[src/rtl/cordic_rotator_if.sv]
// cordic_rotator_if: operand/result bus and start/busy/done handshake of the CORDIC rotator.
interface cordic_rotator_if #(parameter int WORD_LENGTH = 16);
  logic clear;
  logic start;
  logic signed [WORD_LENGTH-1:0] x_in, y_in, z_in;
  logic signed [WORD_LENGTH-1:0] x_out, y_out;
  logic busy;
  logic done;
  modport master (output clear, start, x_in, y_in, z_in, input x_out, y_out, busy, done);
  modport slave (input clear, start, x_in, y_in, z_in, output x_out, y_out, busy, done);
endinterface

[src/rtl/cordic_rotator.sv]
// cordic_rotator: iterative rotation-mode CORDIC, one micro-rotation per clock.
// Define CORDIC_GAIN_COMP_EN to add a K-scaling stage so outputs keep the input magnitude.
module cordic_rotator #(
  parameter int WORD_LENGTH = 16,
  parameter int FRAC_BITS = 13,
  parameter int ITERATIONS = 14
) (
  input logic clk,
  input logic rst,
  cordic_rotator_if.slave bus
);
  localparam int xw = WORD_LENGTH + 2;
  localparam int zw = WORD_LENGTH + 1;
  localparam logic signed [zw-1:0] half_pi = zw'($rtoi(1.5707963267948966 * real'(1 << FRAC_BITS) + 0.5));
  localparam logic signed [xw-1:0] vmax = xw'((1 << (WORD_LENGTH - 1)) - 1);
  localparam logic signed [xw-1:0] vmin = ~vmax;
`ifdef CORDIC_GAIN_COMP_EN
  typedef enum logic [1:0] {st_idle, st_iter, st_comp, st_done} state_t;
  localparam state_t after_iter = st_comp;
`else
  typedef enum logic [1:0] {st_idle, st_iter, st_done} state_t;
  localparam state_t after_iter = st_done;
`endif
  state_t state;
  logic signed [xw-1:0] x, y, x_nxt, y_nxt, x0, y0, xi, yi;
  logic signed [zw-1:0] z, z_nxt, z0, zi;
  logic signed [zw-1:0] rom [16];
  logic [4:0] cnt;
  logic neg, hi, lo, last;
  function automatic logic signed [zw-1:0] atan_q(input int k);
    real r;
    case (k)
      0: r = 0.7853981633974483;
      1: r = 0.4636476090008061;
      2: r = 0.2449786631268641;
      3: r = 0.1243549945467614;
      4: r = 0.0624188099959574;
      5: r = 0.0312398334302683;
      6: r = 0.0156237286204768;
      7: r = 0.0078123410601011;
      8: r = 0.0039062301319670;
      9: r = 0.0019531225164788;
      10: r = 0.0009765621895593;
      11: r = 0.0004882812111949;
      12: r = 0.0002441406201494;
      13: r = 0.0001220703118937;
      14: r = 0.0000610351561742;
      default: r = 0.0000305175781155;
    endcase
    return zw'($rtoi(r * real'(1 << FRAC_BITS) + 0.5));
  endfunction
  function automatic logic signed [WORD_LENGTH-1:0] sat(input logic signed [xw-1:0] v);
    return v > vmax ? vmax[WORD_LENGTH-1:0] : v < vmin ? vmin[WORD_LENGTH-1:0] : v[WORD_LENGTH-1:0];
  endfunction
`ifdef CORDIC_GAIN_COMP_EN
  // K ~= 0.60725 as 2^-1 + 2^-3 - 2^-6 - 2^-9 - 2^-13
  function automatic logic signed [xw-1:0] gain(input logic signed [xw-1:0] v);
    return (v >>> 1) + (v >>> 3) - (v >>> 6) - (v >>> 9) - (v >>> 13);
  endfunction
`endif
  for (genvar k = 0; k < 16; k++) begin : g_rom
    assign rom[k] = atan_q(k);
  end
  // Angles beyond +-pi/2 are folded in by an exact quarter turn before iterating
  always_comb begin
    xi = xw'(bus.x_in);
    yi = xw'(bus.y_in);
    zi = zw'(bus.z_in);
    hi = zi > half_pi;
    lo = zi < -half_pi;
    x0 = hi ? -yi : lo ? yi : xi;
    y0 = hi ? xi : lo ? -xi : yi;
    z0 = hi ? zi - half_pi : lo ? zi + half_pi : zi;
    neg = z[zw-1];
    x_nxt = neg ? x + (y >>> cnt) : x - (y >>> cnt);
    y_nxt = neg ? y - (x >>> cnt) : y + (x >>> cnt);
    z_nxt = neg ? z + rom[cnt[3:0]] : z - rom[cnt[3:0]];
    last = cnt == 5'(ITERATIONS - 1);
  end
  always_ff @(posedge clk or negedge rst) begin
    if (!rst) begin
      state <= st_idle;
      x <= '0;
      y <= '0;
      z <= '0;
      cnt <= '0;
      bus.x_out <= '0;
      bus.y_out <= '0;
      bus.busy <= 1'b0;
      bus.done <= 1'b0;
    end else if (bus.clear) begin
      state <= st_idle;
      x <= '0;
      y <= '0;
      z <= '0;
      cnt <= '0;
      bus.x_out <= '0;
      bus.y_out <= '0;
      bus.busy <= 1'b0;
      bus.done <= 1'b0;
    end else begin
      bus.done <= 1'b0;
      case (state)
        st_idle: if (bus.start) begin
          x <= x0;
          y <= y0;
          z <= z0;
          cnt <= '0;
          bus.busy <= 1'b1;
          state <= st_iter;
        end
        st_iter: begin
          x <= x_nxt;
          y <= y_nxt;
          z <= z_nxt;
          cnt <= cnt + 5'd1;
          if (last) state <= after_iter;
        end
`ifdef CORDIC_GAIN_COMP_EN
        st_comp: begin
          x <= gain(x);
          y <= gain(y);
          state <= st_done;
        end
`endif
        st_done: begin
          bus.x_out <= sat(x);
          bus.y_out <= sat(y);
          bus.busy <= 1'b0;
          bus.done <= 1'b1;
          state <= st_idle;
        end
        default: state <= st_idle;
      endcase
    end
  end
endmodule

[src/flat_wrapper.sv]
// flat-port wrapper written by rule: the top's interface ports become plain ports
module cordic_rotator_flat 
#(
  parameter int WORD_LENGTH = 16,
  parameter int FRAC_BITS = 13,
  parameter int ITERATIONS = 14
)
  (clk, rst, bus_clear, bus_start, bus_x_in, bus_y_in, bus_z_in, bus_x_out, bus_y_out, bus_busy, bus_done);
  cordic_rotator_if #(.WORD_LENGTH(WORD_LENGTH)) bus_i ();
  input logic clk;
  input logic rst;
  input wire logic [$bits(bus_i.clear)-1:0] bus_clear;
  input wire logic [$bits(bus_i.start)-1:0] bus_start;
  input wire logic [$bits(bus_i.x_in)-1:0] bus_x_in;
  input wire logic [$bits(bus_i.y_in)-1:0] bus_y_in;
  input wire logic [$bits(bus_i.z_in)-1:0] bus_z_in;
  output wire logic [$bits(bus_i.x_out)-1:0] bus_x_out;
  output wire logic [$bits(bus_i.y_out)-1:0] bus_y_out;
  output wire logic [$bits(bus_i.busy)-1:0] bus_busy;
  output wire logic [$bits(bus_i.done)-1:0] bus_done;
  assign bus_i.clear = bus_clear;
  assign bus_i.start = bus_start;
  assign bus_i.x_in = bus_x_in;
  assign bus_i.y_in = bus_y_in;
  assign bus_i.z_in = bus_z_in;
  assign bus_x_out = bus_i.x_out;
  assign bus_y_out = bus_i.y_out;
  assign bus_busy = bus_i.busy;
  assign bus_done = bus_i.done;
  cordic_rotator #(.WORD_LENGTH(WORD_LENGTH), .FRAC_BITS(FRAC_BITS), .ITERATIONS(ITERATIONS)) u_core (.clk(clk), .rst(rst), .bus(bus_i));
endmodule
[config.mk]
export PLATFORM = sky130hd
export DESIGN_NAME = cordic_rotator_flat
export DESIGN_NICKNAME = d
export VERILOG_FILES = /design/src/rtl/cordic_rotator_if.sv /design/src/rtl/cordic_rotator.sv /design/src/flat_wrapper.sv
export SDC_FILE = /design/constraint.sdc
export NUM_CORES = 1
export LEC_CHECK = 0
export CAP_MARGIN = 20
export CORE_MARGIN = 2
export CORE_UTILIZATION = 45
export CTS_CLUSTER_DIAMETER = 40
export DETAILED_ROUTE_END_ITERATION = 16
export HOLD_SLACK_MARGIN = 0.15
export PLACE_DENSITY = 0.75
export SLEW_MARGIN = 10
export SYNTH_ARGS = -nofsm -noshare
export SYNTH_HDL_FRONTEND = slang
export SYNTH_SLANG_ARGS = --single-unit
[constraint.sdc]
create_clock -name clk -period 5.6 [get_ports clk]
set_input_delay 1.4 -clock clk [delete_from_list [all_inputs] [get_ports clk]]
set_output_delay 1.4 -clock clk [all_outputs]
set_load 0.01 [all_outputs]
==> qor.yml, run 1 <==
outcome: "finished, final reports clean"
fillers: 2417
die_h_um: 163.3
required_ns: 5.85
netlist_instances: 1440
maxSlewHeadroom_pct: 32.98
holdCritPathClass: "register to register"
die_area_mm2: 0.02666
postRouteWirelength_um: 38090
grt_first_pass_wirelength_um: 60000
drive_above_1_share_pct: 8.968
critPathKind: "register to register"
ir_drop_v: 0.0001696
dp_hpwl_um: 28680
cp_slowest_cell: "mux4_1"
rsz0062_at_grt: "no"
root_buffer: "clkbuf_16"
end_kind: "register"
die_w_um: 163.3
grt_antenna_before_repair: 0
grt_pass1_vias: 10701
cts.sink_count: 94
r2r-start: "u_core.cnt[0]"
firstDrtPassIters: 12
yosysUniqueCellTypes: 86
synth-seq-cells: 94
syn-num-nets: 1560
grt_max_degree: 57
min_from: "u_core.bus.y_out[8]"
crit_path_max_fanout: 21
holdBufCountCts: 0
ys_seq_area_share_pct: 20.60
path_clk_slew_ns: 0.08
start_kind: "register"
place_congestion: 1.038
async_flop_share_pct: 100.0
hold_viol: 0
worstRegToRegCells: 18
wl_per_cell_um: 21.01
tightest_slew_ns: 1.004
clk_path_buf_depth: 2
nNetsFinal: 1598
slew_violations: 0
synthFlopType: "dfrtp_1"
core_mm2: 0.02504
r2r-end: "u_core.y[13]"
arrival_ns: 5.50
slowest_delay_ns: 0.59
synth_area_mm2: 0.01142
start_util_pct: 45.60
r2r_setup_slack_ns: 0.35
synthToLayoutAreaGrowth_pct: 12.19
vias: 11731
track_usage_pct: 28.52
finalCriticalPeriod_ns: 5.246
cap_violations: 0
worstSkewPairLatency_ns: 0.37
post_drt_via_cell_ratio: 6.470
drtIter0Drc: 1472
fin_tns_setup_ns: 0
finalCritPeriodShare_pct: 93.68
rows: 58
worstHoldPathCells: 2
gr-total-overflow: 0
hold_end: "u_core.bus.y_out[8]"
layout_setup_ws_ns: 0.3540
io_pins: 86
leakage_nw: 5.265
pre_cts_ws_ns: 0.4758
cts_tree: "yes"
crit_chain: "buf_4, mux4_1, mux2_2, a221oi_1, and2_1, nor2b_1, and2_1, a31oi_1, xor2_1, ha_1, and3_1, a21oi_1, a31oi_1, a21o_1, a21oi_1, xor2_1, o21ai_0, a22o_1"
final_antenna_net_count: 0
cts-buffers-inserted: 9
drcViolationCount: 0
port_buffers: 85
synth_edf_count: 0
setup_violations: 0
skew_ns: 0.01586
syn_avg_cell_area_um2: 7.929
fmax_mhz: 190.6
yosys_warnings: 0
cts.htree.levels: 3
antenna_cells: 0
power_density_mw_per_mm2: 353.3
==> metrics by stage <==
stage	power, W	hold slack [ns]	utilization, %	instance area [um^2]	std cells
floorplan	0.003055	0.4563	-	11420	1440
global placement	0.003754	0.4637	49.91	12490	1796
detailed placement	0.003791	0.4704	49.91	12490	1796
CTS	0.004458	0.4856	51.11	12800	1812
global route	0.004844	0.5039	51.16	12810	1813
finish	0.004525	0.4778	51.16	12810	1813
==> cell families after synthesis <==
kind of cell / after synthesis / share of synthesized area [%]
XOR/XNOR: 87 / 6.794
AO/OA/AOI/OAI: 477 / 27.77
buffers and inverters: 143 / 6.247
flip-flops: 94 / 20.60
multiplexers: 86 / 11.10
adder cells (fa/ha/maj): 68 / 7.649
AND/OR/NAND/NOR: 485 / 19.84
==> power by group <==
group,internal (W),leakage [nW],switching [W]
clock,0.000337,0.151,0.000311
combinational,0.00126,3.85,0.00161
sequential,0.000762,1.26,0.000244
==> per-layer routing <==
layer | vias to the layer above | wire, um | GRT usage, % | share of wire [%]
li1 | 5443 | - | - | -
met1 | 5575 | 16620 | 41.36 | 44
met2 | 638 | 16700 | 43.29 | 44
met3 | 75 | 3768 | 4.647 | 9.9
met4 | 0 | 1004 | 8.970 | 2.6
met5 | - | 0 | 0 | 0
==> repair_timing <==
item,in CTS,in global routing
setup buffers,0,0
endpoints found under the setup margin,0,1
gates resized for setup,0,1
==> worst max-delay path by stage <==
stage,start,to,slack [ns]
global placement,u_core.cnt[0],u_core.y[17],0.59
finish,u_core.cnt[0],u_core.y[13],0.35
global route,u_core.cnt[2],u_core.x[17],0.006
detailed placement,u_core.cnt[0],u_core.y[17],0.48
floorplan,u_core.cnt[3],u_core.x[16],0.79
CTS,u_core.cnt[0],u_core.y[17],0.44
==> cells in the mapped netlist (all sizes together) (32+ instances only) <==
cell type	instances	share of area, %
nor2	166	5.5
nand2	133	4.4
o21ai	129	5.7
dfrtp	94	21
a21oi	91	4.0
clkbuf	72	3.0
ha	65	7.1
nor3	44	1.9
xor2	44	3.4
mux2i	43	3.8
xnor2	42	3.2
inv	38	1.2
a31oi	32	1.8
==> cell usage in the layout, fill, tap and decap left out, types with 16 or more instances in the layout <==
| master | Yosys | routed |
|---|---|---|
| clkdlybuf4s50_1 | 0 | 84 |
| mux4_2 | 19 | 19 |
| a22o_1 | 27 | 27 |
| nor2b_1 | 17 | 17 |
| o211ai_1 | 17 | 17 |
| a22oi_1 | 24 | 24 |
| xor2_1 | 44 | 44 |
| nor3_1 | 44 | 42 |
| a31oi_1 | 32 | 32 |
| ha_1 | 65 | 65 |
| nand2b_1 | 18 | 17 |
| o221ai_1 | 16 | 16 |
| nor2_1 | 166 | 164 |
| nand2_1 | 133 | 133 |
| xnor2_1 | 42 | 42 |
| dfrtp_1 | 94 | 91 |
| mux2i_1 | 43 | 43 |
| a21o_1 | 19 | 19 |
| and3_1 | 18 | 18 |
| buf_4 | 1 | 45 |
| o21ai_0 | 126 | 125 |
| inv_1 | 38 | 38 |
| nand3_1 | 19 | 19 |
| a21oi_1 | 91 | 89 |
==> flip-flops by register name, summed over array words and instances (netlist names) <==
signal / flops
u_core.cnt: 5
u_core.bus.busy: 1
u_core.bus.done: 1
u_core.z: 17
u_core.x: 18
u_core.y: 18
u_core.bus.y_out: 16
u_core.bus.x_out: 16
u_core.state: 2
==> critical path: cells and delay by family (launching register included) <==
| family | cells | cell delay, ns |
|---|---|---|
| multiplexers | 2 | 0.90 |
| AO/OA/AOI/OAI | 8 | 1.74 |
| AND/OR/NAND/NOR | 4 | 0.78 |
| buffers and inverters | 1 | 0.37 |
| flip-flops | 1 | 0.57 |
| XOR/XNOR | 2 | 0.39 |
| adder cells (fa/ha/maj) | 1 | 0.37 |
==> cell type report <==
type	count	area [um^2]	area share, %
multi-input cells	1203	8389	65.50
flip-flops and latches	94	2356	18.39
repair buffers	130	1199	9.358
well taps	330	412.9	3.224
clock buffers	11	252.7	1.973
inverters	40	150.1	1.172
clock inverters	5	48.80	0.3810
No activity file was read; power rests on OpenSTA's default activity.
==> run 2: changes to the inputs <==
--- a/config.mk
+++ b/config.mk
@@ -9,6 +9,7 @@
 export CORE_MARGIN = 2
 export CORE_UTILIZATION = 45
 export CTS_CLUSTER_DIAMETER = 40
+export CTS_CLUSTER_SIZE = 10
 export DETAILED_ROUTE_END_ITERATION = 16
 export HOLD_SLACK_MARGIN = 0.15
 export PLACE_DENSITY = 0.75
==> results of run 2 <==
No change in the layout: final DEF, timing and power equal those of run 1.
==> run 3: changes to the inputs <==
--- a/config.mk
+++ b/config.mk
@@ -7,12 +7,12 @@
 export LEC_CHECK = 0
 export CAP_MARGIN = 20
 export CORE_MARGIN = 2
-export CORE_UTILIZATION = 45
+export CORE_UTILIZATION = 50
 export CTS_CLUSTER_DIAMETER = 40
 export CTS_CLUSTER_SIZE = 10
 export DETAILED_ROUTE_END_ITERATION = 16
 export HOLD_SLACK_MARGIN = 0.15
-export PLACE_DENSITY = 0.75
+export PLACE_DENSITY = 0.7
 export SLEW_MARGIN = 10
 export SYNTH_ARGS = -nofsm -noshare
 export SYNTH_HDL_FRONTEND = slang
==> qor.yml, run 3 (synthesis results as in run 1) <==
outcome: "finished, final reports clean"
leakage_nw: 5.295
track_usage_pct: 31.52
reg_top3: "u_core.x (18), u_core.y (18), u_core.z (17)"
wl_met2_um: 16730
skew_ns: 0.01128
final_cell_mix: "163 x nor2_1, 133 x nand2_1, 125 x o21ai_0, 91 x dfrtp_1, 89 x a21oi_1"
drive_above_1_share_pct: 9.219
vias: 11574
finalCritPeriodShare_pct: 92.53
start_util_pct: 50.74
fin_tns_setup_ns: 0
cts-buffers-inserted: 9
drcViolationCount: 0
required_ns: 5.85
cts_setup_buffers: 0
hold_viol: 0
fmax_mhz: 193.0
cts.htree.levels: 3
clk_path_buf_depth: 2
wl_per_cell_um: 21.35
slew_violations: 0
cts.sink_count: 94
core_mm2: 0.02250
final_antenna_net_count: 0
gr-total-overflow: 0
place_congestion: 1.004
slowest_delay_ns: 0.61
met1Wirelength_um: 17040
met3WireLength_um: 3049
die_w_um: 155.1
start_kind: "register"
rsz0062_at_grt: "no"
io_pins: 86
grt_max_degree: 62
holdCritPathClass: "register to register"
end_kind: "register"
path_clk_slew_ns: 0.08
crit_chain: "buf_4, or2_2, nor2_1, a311oi_2, o221a_2, ha_1, inv_1, nor4_1, and3_1, a211oi_1, nor2_1, o21ai_0, ha_1, a21o_1, a21o_1, a311oi_1, o21ai_0, o211ai_1, xor2_1, mux2i_1, a22o_1"
die_area_mm2: 0.02406
rows: 55
crit_path_max_fanout: 15
finalCriticalPeriod_ns: 5.182
die_h_um: 155.1
port_buffers: 85
power_density_mw_per_mm2: 359.5
setup_violations: 0
firstDrtPassIters: 5
cts_tree: "yes"
tightest_slew_ns: 1.088
synthToLayoutAreaGrowth_pct: 12.28
maxSlewHeadroom_pct: 27.18
dp_hpwl_um: 28310
drtIter0Drc: 1107
nNetsFinal: 1601
worstSkewPairLatency_ns: 0.36
critPathKind: "register to register"
grt_first_pass_wirelength_um: 59890
root_buffer: "clkbuf_16"
mostFrequentLayoutCell: "nor2_1"
grt_pass1_vias: 10737
antenna_cells: 0
top_layer_used: "met4"
cap_violations: 0
whs_ns: 0.4770
grt_antenna_before_repair: 0
cp_slowest_cell: "dfrtp_2"
postRouteWirelength_um: 37810
post_drt_via_cell_ratio: 6.535
arrival_ns: 5.43
ir_drop_v: 0.0001706
run 3: cell types whose count changed in the layout (fill, tap and decap cells not counted), sizes merged:
| cell | delta |
|---|---|
| buf | +3 |
| bufinv | +2 |
| clkbuf | -2 |
run 3: layout make-up:
type / count / area, um^2
clock buffers: 9 / 225.2
repair buffers: 133 / 1221
clock inverters: 7 / 113.9
flip-flops and latches: 94 / 2361
multi-input cells: 1203 / 8392
inverters: 40 / 150.1
fillers: 2100 / 9683
well taps: 285 / 356.6
run 3: worst max-delay path, delay by kind of cell (launching register included):
kind / cells / cell delay, ns
DFF: 1 / 0.61
buffers and inverters: 2 / 0.30
xor gates and xnor gates: 1 / 0.16
AOI/OAI and AO/OA: 10 / 2.03
and+or+nand+nor: 5 / 1.28
adders and majority gates: 2 / 0.58
muxes: 1 / 0.09
run 3: final timing paths:
check	slack [ns]	to	start	depth (start not counted)
max	0.42	u_core.x[15]	u_core.cnt[1]	21
min	0.48	u_core.bus.x_out[13]	u_core.bus.x_out[13]	2
max reg2reg	0.42	u_core.x[15]	u_core.cnt[1]	21
min reg2reg	0.48	u_core.bus.x_out[13]	u_core.bus.x_out[13]	2
max in group asynchronous	3.46	u_core.cnt[2]	rst	2
min in group asynchronous	1.11	u_core.bus.y_out[12]	rst	1
run 3: power by group:
group | leakage [nW] | internal, W | switching [W]
Sequential | 1.26 | 0.000761 | 0.000259
Clock | 0.166 | 0.000404 | 0.000312
Combinational | 3.87 | 0.00126 | 0.00161
run 3: per-stage QoR:
stage          utilization [%]  total power (W)  std cells  setup slack [ns]  area (um^2)
6_report                 56.97         0.004609       1771            0.4184        12820
5_1_grt                  56.97         0.004955       1771           0.01579        12820
4_1_cts                  56.80         0.004553       1769            0.2800        12780
3_5_place_dp             55.30         0.003802       1753            0.3587        12440
3_3_place_gp             55.30         0.003784       1753            0.4526        12440
2_1_floorplan                -         0.003055       1440            0.7874        11420
run 3: metal layers:
| metal | global-route usage, % | vias to the layer above |
|---|---|---|
| li1 | - | 5458 |
| met1 | 45.75 | 5545 |
| met2 | 47.96 | 499 |
| met3 | 5.682 | 72 |
| met4 | 9.171 | 0 |
| met5 | 0 | - |
run 3: timing repair:
action	CTS	global route
endpoints found under the setup margin	0	6
resized for setup	0	3
hold buffers	0	0
